### src/rtl/alarm_pkg.sv
// alarm_pkg: shared types and helpers for the alarm sequencer.
//   alarm_state_t : sequencer states (IDLE, RING, SNOOZE)
//   PH_ON, PH_OFF : blink phase encodings
//   cnt_w(limit)  : width of a counter that must reach 'limit' (minimum 1)
package alarm_pkg;

  typedef enum logic [1:0] {
    IDLE   = 2'd0,
    RING   = 2'd1,
    SNOOZE = 2'd2
  } alarm_state_t;

  localparam logic PH_ON  = 1'b1;
  localparam logic PH_OFF = 1'b0;

  function automatic int cnt_w(input int limit);
    int w;
    w = $clog2(limit + 1);
    return (w < 1) ? 1 : w;
  endfunction

endpackage

### src/rtl/alarm_pattern_gen.sv
// alarm_pattern_gen: LED pattern generator for the ringing state.
//   Default build: all-ones / all-zeros blink, BLINK_HALF cycles per phase.
//   With ALARM_CHASE_EN defined: walking one, rotating left every BLINK_HALF
//   cycles and starting at bit 0.
// Ports:
//   clk     in  system clock
//   rst     in  synchronous, active-low reset
//   restart in  first cycle of a ringing period: reload pattern, clear phase
//   enable  in  ringing continues this cycle
//   pattern out registered LED drive, zero whenever not enabled
module alarm_pattern_gen
  import alarm_pkg::*;
#(
  parameter int LED_WIDTH  = 18,
  parameter int BLINK_HALF = 2500000
) (
  input  logic                 clk,
  input  logic                 rst,
  input  logic                 restart,
  input  logic                 enable,
  output logic [LED_WIDTH-1:0] pattern
);

  localparam int PW = cnt_w(BLINK_HALF);
  localparam logic [PW-1:0] PH_LAST = PW'(BLINK_HALF - 1);

  logic [PW-1:0] phase_cnt;
  logic          wrap;

  assign wrap = (phase_cnt == PH_LAST);

`ifdef ALARM_CHASE_EN
  // The pattern register itself carries the walking one while ringing.
  always_ff @(posedge clk) begin
    if (!rst) begin
      phase_cnt <= '0;
      pattern   <= '0;
    end else if (restart) begin
      phase_cnt <= '0;
      pattern   <= LED_WIDTH'(1);
    end else if (enable) begin
      if (wrap) begin
        phase_cnt <= '0;
        // Rotate left; for LED_WIDTH==1 both terms collapse to the same bit.
        pattern   <= (pattern << 1) | (pattern >> (LED_WIDTH - 1));
      end else begin
        phase_cnt <= phase_cnt + 1'b1;
      end
    end else begin
      phase_cnt <= '0;
      pattern   <= '0;
    end
  end
`else
  logic phase;

  always_ff @(posedge clk) begin
    if (!rst) begin
      phase_cnt <= '0;
      phase     <= PH_ON;
      pattern   <= '0;
    end else if (restart) begin
      phase_cnt <= '0;
      phase     <= PH_ON;
      pattern   <= '1;
    end else if (enable) begin
      if (wrap) begin
        phase_cnt <= '0;
        phase     <= ~phase;
        pattern   <= (phase == PH_ON) ? '0 : '1;
      end else begin
        phase_cnt <= phase_cnt + 1'b1;
      end
    end else begin
      phase_cnt <= '0;
      phase     <= PH_ON;
      pattern   <= '0;
    end
  end
`endif

endmodule

### src/rtl/alarm_sequencer.sv
// alarm_sequencer: alarm output driver between alarm-compare and the LED bank.
// A rising edge on alarm_trigger starts a ringing session with a timed blink;
// the user may stop it or snooze it (up to MAX_SNOOZE times), and an
// unattended session times out after ALARM_TIME cycles, setting 'missed'.
// Optional build macro: ALARM_CHASE_EN (walking-one pattern instead of blink).
// Ports:
//   clk           in  system clock
//   rst           in  synchronous, active-low reset
//   alarm_trigger in  level from alarm compare, rising edge starts a session
//   stop          in  single-cycle user stop pulse
//   snooze        in  single-cycle user snooze pulse
//   alarm_signal  out LED drive pattern (LED_WIDTH bits)
//   ringing       out high while in RING
//   snoozed       out high while in SNOOZE
//   missed        out sticky, last session timed out unattended
//
// state  | meaning
// IDLE   | silent, waiting for a trigger rising edge
// RING   | LED pattern active, ring timer running
// SNOOZE | silent, snooze timer running, resumes RING on expiry
module alarm_sequencer
  import alarm_pkg::*;
#(
  parameter int LED_WIDTH   = 18,
  parameter int ALARM_TIME  = 10000000,
  parameter int BLINK_HALF  = 2500000,
  parameter int SNOOZE_TIME = 50000000,
  parameter int MAX_SNOOZE  = 3
) (
  input  logic                 clk,
  input  logic                 rst,
  input  logic                 alarm_trigger,
  input  logic                 stop,
  input  logic                 snooze,
  output logic [LED_WIDTH-1:0] alarm_signal,
  output logic                 ringing,
  output logic                 snoozed,
  output logic                 missed
);

  localparam int RW = cnt_w(ALARM_TIME);
  localparam int NW = cnt_w(SNOOZE_TIME);
  localparam int SW = cnt_w(MAX_SNOOZE);
  localparam logic [RW-1:0] RING_LAST = RW'(ALARM_TIME - 1);
  localparam logic [NW-1:0] SNZ_LAST  = NW'(SNOOZE_TIME - 1);
  localparam logic [SW-1:0] SNZ_MAX   = SW'(MAX_SNOOZE);

  alarm_state_t  state, nxt_state;
  logic          trig_q;
  logic          start;
  logic [RW-1:0] ring_cnt;
  logic [NW-1:0] snz_cnt;
  logic [SW-1:0] snz_num;
  logic          pat_restart;
  logic          pat_enable;

  assign start = alarm_trigger & ~trig_q;

  always_comb begin
    nxt_state = state;
    case (state)
      IDLE: begin
        if (start) nxt_state = RING;
      end
      RING: begin
        if (stop)                            nxt_state = IDLE;
        else if (snooze && snz_num < SNZ_MAX) nxt_state = SNOOZE;
        else if (ring_cnt == RING_LAST)      nxt_state = IDLE;
      end
      SNOOZE: begin
        if (stop)                     nxt_state = IDLE;
        else if (snz_cnt == SNZ_LAST) nxt_state = RING;
      end
      default: nxt_state = IDLE;
    endcase
  end

  // Pattern generator is driven from the next state so its registered output
  // lines up with the registered ringing/snoozed flags.
  assign pat_enable  = (nxt_state == RING);
  assign pat_restart = (nxt_state == RING) && (state != RING);

  always_ff @(posedge clk) begin
    if (!rst) begin
      state    <= IDLE;
      trig_q   <= 1'b0;
      ring_cnt <= '0;
      snz_cnt  <= '0;
      snz_num  <= '0;
      ringing  <= 1'b0;
      snoozed  <= 1'b0;
      missed   <= 1'b0;
    end else begin
      state   <= nxt_state;
      trig_q  <= alarm_trigger;
      ringing <= (nxt_state == RING);
      snoozed <= (nxt_state == SNOOZE);

      if (pat_restart)
        ring_cnt <= '0;
      else if (state == RING && nxt_state == RING)
        ring_cnt <= ring_cnt + 1'b1;

      if (nxt_state == SNOOZE && state != SNOOZE)
        snz_cnt <= '0;
      else if (state == SNOOZE && nxt_state == SNOOZE)
        snz_cnt <= snz_cnt + 1'b1;

      if (state == IDLE && start) begin
        snz_num <= '0;
        missed  <= 1'b0;
      end

      if (state == RING && nxt_state == SNOOZE)
        snz_num <= snz_num + 1'b1;

      // Leaving RING for IDLE without a stop can only be the timeout.
      if (state == RING && nxt_state == IDLE && !stop)
        missed <= 1'b1;
    end
  end

  alarm_pattern_gen #(
    .LED_WIDTH  (LED_WIDTH),
    .BLINK_HALF (BLINK_HALF)
  ) u_pattern (
    .clk     (clk),
    .rst     (rst),
    .restart (pat_restart),
    .enable  (pat_enable),
    .pattern (alarm_signal)
  );

endmodule

### config.mk
export PLATFORM = sky130hd
export DESIGN_NAME = alarm_sequencer
export DESIGN_NICKNAME = d
export VERILOG_FILES = /design/src/rtl/alarm_pkg.sv /design/src/rtl/alarm_pattern_gen.sv /design/src/rtl/alarm_sequencer.sv
export SDC_FILE = /design/constraint.sdc
export NUM_CORES = 1
export LEC_CHECK = 0
export CAP_MARGIN = 20
export CORE_MARGIN = 1
export CORE_UTILIZATION = 50
export DETAILED_ROUTE_END_ITERATION = 12
export PLACE_DENSITY = 0.69
export SLEW_MARGIN = 20
export SYNTH_ARGS = -nofsm -noshare
export SYNTH_HDL_FRONTEND = slang
export SYNTH_SLANG_ARGS = --single-unit
### constraint.sdc
create_clock -name clk -period 3.48 [get_ports clk]
set_input_delay 0.696 -clock clk [delete_from_list [all_inputs] [get_ports clk]]
set_output_delay 0.696 -clock clk [all_outputs]
set_load 0.01 [all_outputs]
==> key figures <==
Power and ir drop
  • Clock power frac: 46.1%
  • Switching part of the total power: 20.2%
  • PwrDens: ~430 mW/mm^2
  • Static leakage: 1.45 nW
  • Pwr Total: 1.92 mW
  • Combinational Power Share: 4.5%
  • Int Pwr: 1.53 mW
  • Share of total power in sequential cells: a little under 50%
  • Worst vdd ir: ~210 uV
  • Psw: 0.389 mW

Timing
  • RSZ-0062 raised after global routing: no
  • Slew HR: 26.7%
  • Final setup vio count: 0
  • Final slew viol count: 0
  • Slew @ Worst Pin: between 1 and 1.5 ns
  • Total negative slack: 0 ns
  • F_max: around 370 MHz
  • Hold Fails Final Rpt: 0
  • Final min period: 2.67 ns
  • Final Skew: 0.0130 ns
  • Fin crit share: 76.6%

Die
  • Initial Util: 51.5%
  • Core Area: 0.00773 sq mm
  • Row count: 32
  • Die Wd: around 91 microns
  • Die area: between 0.008 and 0.009 sq mm
  • Num ports: 26
  • Die height: 91.2 microns

Synthesis
  • Post-synth ARST share: 0%
  • Yosys warns: 0
  • Post-synth net total: 462
  • Gate Count Post-Synth: 453
  • Synth Area per Inst: 8.79 sq um
  • Top_reg_cell synth: dfxtp_1
  • Sequential-to-total area share from yosys stat: 41.2%
  • Synthesized area: between 0.003 and 0.004 sq mm
  • Post-synthesis register bit count: 82
  • Synth unique cells: 51
  • EDFF count, synth: 0

Global routing
  • Global Route Usage Sum: 19.4%
  • Initial antenna violation count: 0
  • Largest net degree at the start of global routing: 25
  • Global-route wire length before repair: 13100 microns
  • Vias in the first global route: 2795
  • Global route total overflow: 0

Finish
  • Reg area: 0.00164 sq mm
  • Diodes inserted: 0
  • Area taken by multi-input logic gates: 0.00209 sq mm
  • Total Nets Final: 472
  • Layout area overhead: 11.8%
  • Layout cell share with drive strength beyond 1: between 7 and 8%
  • Filler instances: 703

Setup path
  • WP data arrival: 2.87 ns
  • Worst setup path category: in2reg
  • Crit path max fanout: 11
  • Worst Reg2Reg Path Length in Cells: 5
  • Critical Path End Type: register
  • Startpoint Class: input pin
  • Critical Path RT: 3.68 ns

Clocking
  • CTS Buffer Depth: 2
  • Worst skew pair latency: 0.35 ns
  • Sink Count: 82
  • CTS tree: yes
  • Clock Tree Root: clkbuf_8
  • H-tree depth: 3
  • Clock slew at reported path FFs: 0.08 ns
  • TritonCTS buffer count: 9
  • Resized cells post-CTS: 0
  • Setup repair bufs after CTS: 0
  • Hold buffer count at cts: 0

Routing
  • DR iter-0 viols: between 100 and 150
  • Pre-Repair DR Iteration Count: 4
  • Routed Antenna Nets: 0
  • DRC Markers: 0
  • WL/cell: 13.5 microns
  • Routed WL: approximately 7700 microns
  • Via count: 3090
  • Vias per cell: 5.42

Placed design
  • Port buffer count: 25
  • RePlAce Congestion: 0.812
  • Hpwl dp: 5240 microns

Outcome
  • Status: finished clean

Worst hold path
  • Hold/Removal Path Class: reg2reg
  • WHS Path Cells: 1

Run
  • Max-cap violations: 0
-- cell type report --
type,count,area share [%]
clock inverters,7,3.18
repair buffers,30,6.47
multi-input cells,331,47.0
inverters,9,0.759
well taps,102,2.87
flip-flops and latches,82,36.9
clock buffers,9,2.78
-- metal layers --
layer  share of wire [%]  up-vias  GRT usage, %
met5                   0        -             0
met4                0.95        0          6.35
met3                 2.6        6          5.70
met2                  47       32          31.8
met1                  49     1444          24.5
li1                    -     1608             -
-- synth_stat cells, types with 4 or more instances --
cell      count  share of area (%)
a21oi_1      13                1.6
and2_1        5               0.79
and3_1       11                1.7
and4_1        5                1.1
buf_2         5               0.63
buf_4        18                3.4
clkbuf_1      5               0.47
dfxtp_1      82                 41
ha_1          4                1.3
inv_1         9               0.85
nand2_1      29                2.7
nand3_1      21                2.6
nand4_1      17                2.7
nor2_1       70                6.6
nor3_1       11                1.4
nor4_1        9                1.4
o211ai_1     12                2.3
o21a_1        4               0.75
o21ai_0      11                1.4
or3_1        11                1.7
or4_1         7                1.3
xnor2_1      26                5.7
xor2_1       27                5.9
-- metrics by stage --
| stage | util, % | hold WS, ns | worst slack (ns) | area [sq um] | instances |
|---|---|---|---|---|---|
| final | 57.6 | 0.468 | 0.813 | 4450 | 570 |
| after global routing | 57.6 | 0.494 | 0.550 | 4450 | 570 |
| after CTS | 57.6 | 0.474 | 0.753 | 4450 | 570 |
| after detailed placement | 54.1 | 0.456 | 0.382 | 4180 | 554 |
| after global placement | 54.1 | 0.439 | 0.469 | 4180 | 554 |
| after floorplan | - | 0.430 | 1.38 | 3980 | 453 |
-- critical path: stages --
cell             delay, ns
clkdlybuf4s50_1       0.44
nor2b_1               0.42
nor3_1                0.18
o21a_1                0.24
o211ai_1              0.77
nor2_1                0.11
-- state kept, by name (all words and copies together) (netlist names) --
| name | count |
|---|---|
| snoozed | 1 |
| trig_q | 1 |
| missed | 1 |
| ringing | 1 |
| state | 2 |
| u_pattern.phase_cnt | 22 |
| u_pattern.phase | 1 |
| snz_num | 2 |
| ring_cnt | 24 |
| u_pattern.pattern | 1 |
| snz_cnt | 26 |
-- power by group through the flow --
| stage | registers, mW | logic (mW) | clock network [mW] |
|---|---|---|---|
| after floorplan | 0.970 | 0.0623 | 0 |
| after global placement | 0.971 | 0.0854 | 0 |
| after detailed placement | 0.971 | 0.0861 | 0 |
| after CTS | 0.949 | 0.0864 | 0.908 |
| after global routing | 0.950 | 0.0921 | 0.950 |
| final | 0.949 | 0.0858 | 0.886 |
-- path summary, 6_finish.rpt --
| path | start | end | slack [ns] |
|---|---|---|---|
| hold / removal | u_pattern.phase_cnt[0] | u_pattern.phase_cnt[0] | 0.47 |
| setup / recovery | snooze | u_pattern.phase_cnt[17] | 0.81 |
| setup reg to reg | ring_cnt[4] | u_pattern.phase_cnt[17] | 0.86 |
| hold reg to reg | u_pattern.phase_cnt[0] | u_pattern.phase_cnt[0] | 0.47 |
-- cell families after synthesis --
logic type                 count (synthesis)  share of synthesized area, %
DFF                                       82                          41.2
xor gates and xnor gates                  53                          11.7
muxes                                      2                         0.503
adders and majority gates                  4                          1.26
AOI/OAI and AO/OA                         52                          8.89
and+or+nand+nor                          220                          30.3
buffers and inverters                     40                          6.19
-- layout by cell type (no fill, tap or decap), drive strengths merged, types with 2 or more instances in the layout --
cell type / n
ha: 4
buf: 5
or3: 12
o2111ai: 3
xor2: 27
and4: 5
mux2i: 2
dfxtp: 82
xnor2: 26
clkinv: 2
a21oi: 13
clkdlybuf4s50: 25
bufinv: 4
nor4bb: 2
or4: 7
nor2: 70
and2: 5
nand4: 18
clkbuf: 9
nor2b: 2
nand3: 21
inv: 9
nor4b: 4
nor3b: 3
nor3: 11
nor4: 12
o21ai: 14
and3: 12
nand2: 29
or2: 2
o21a: 4
o211ai: 12
No activity file was read; power rests on OpenSTA's default activity.
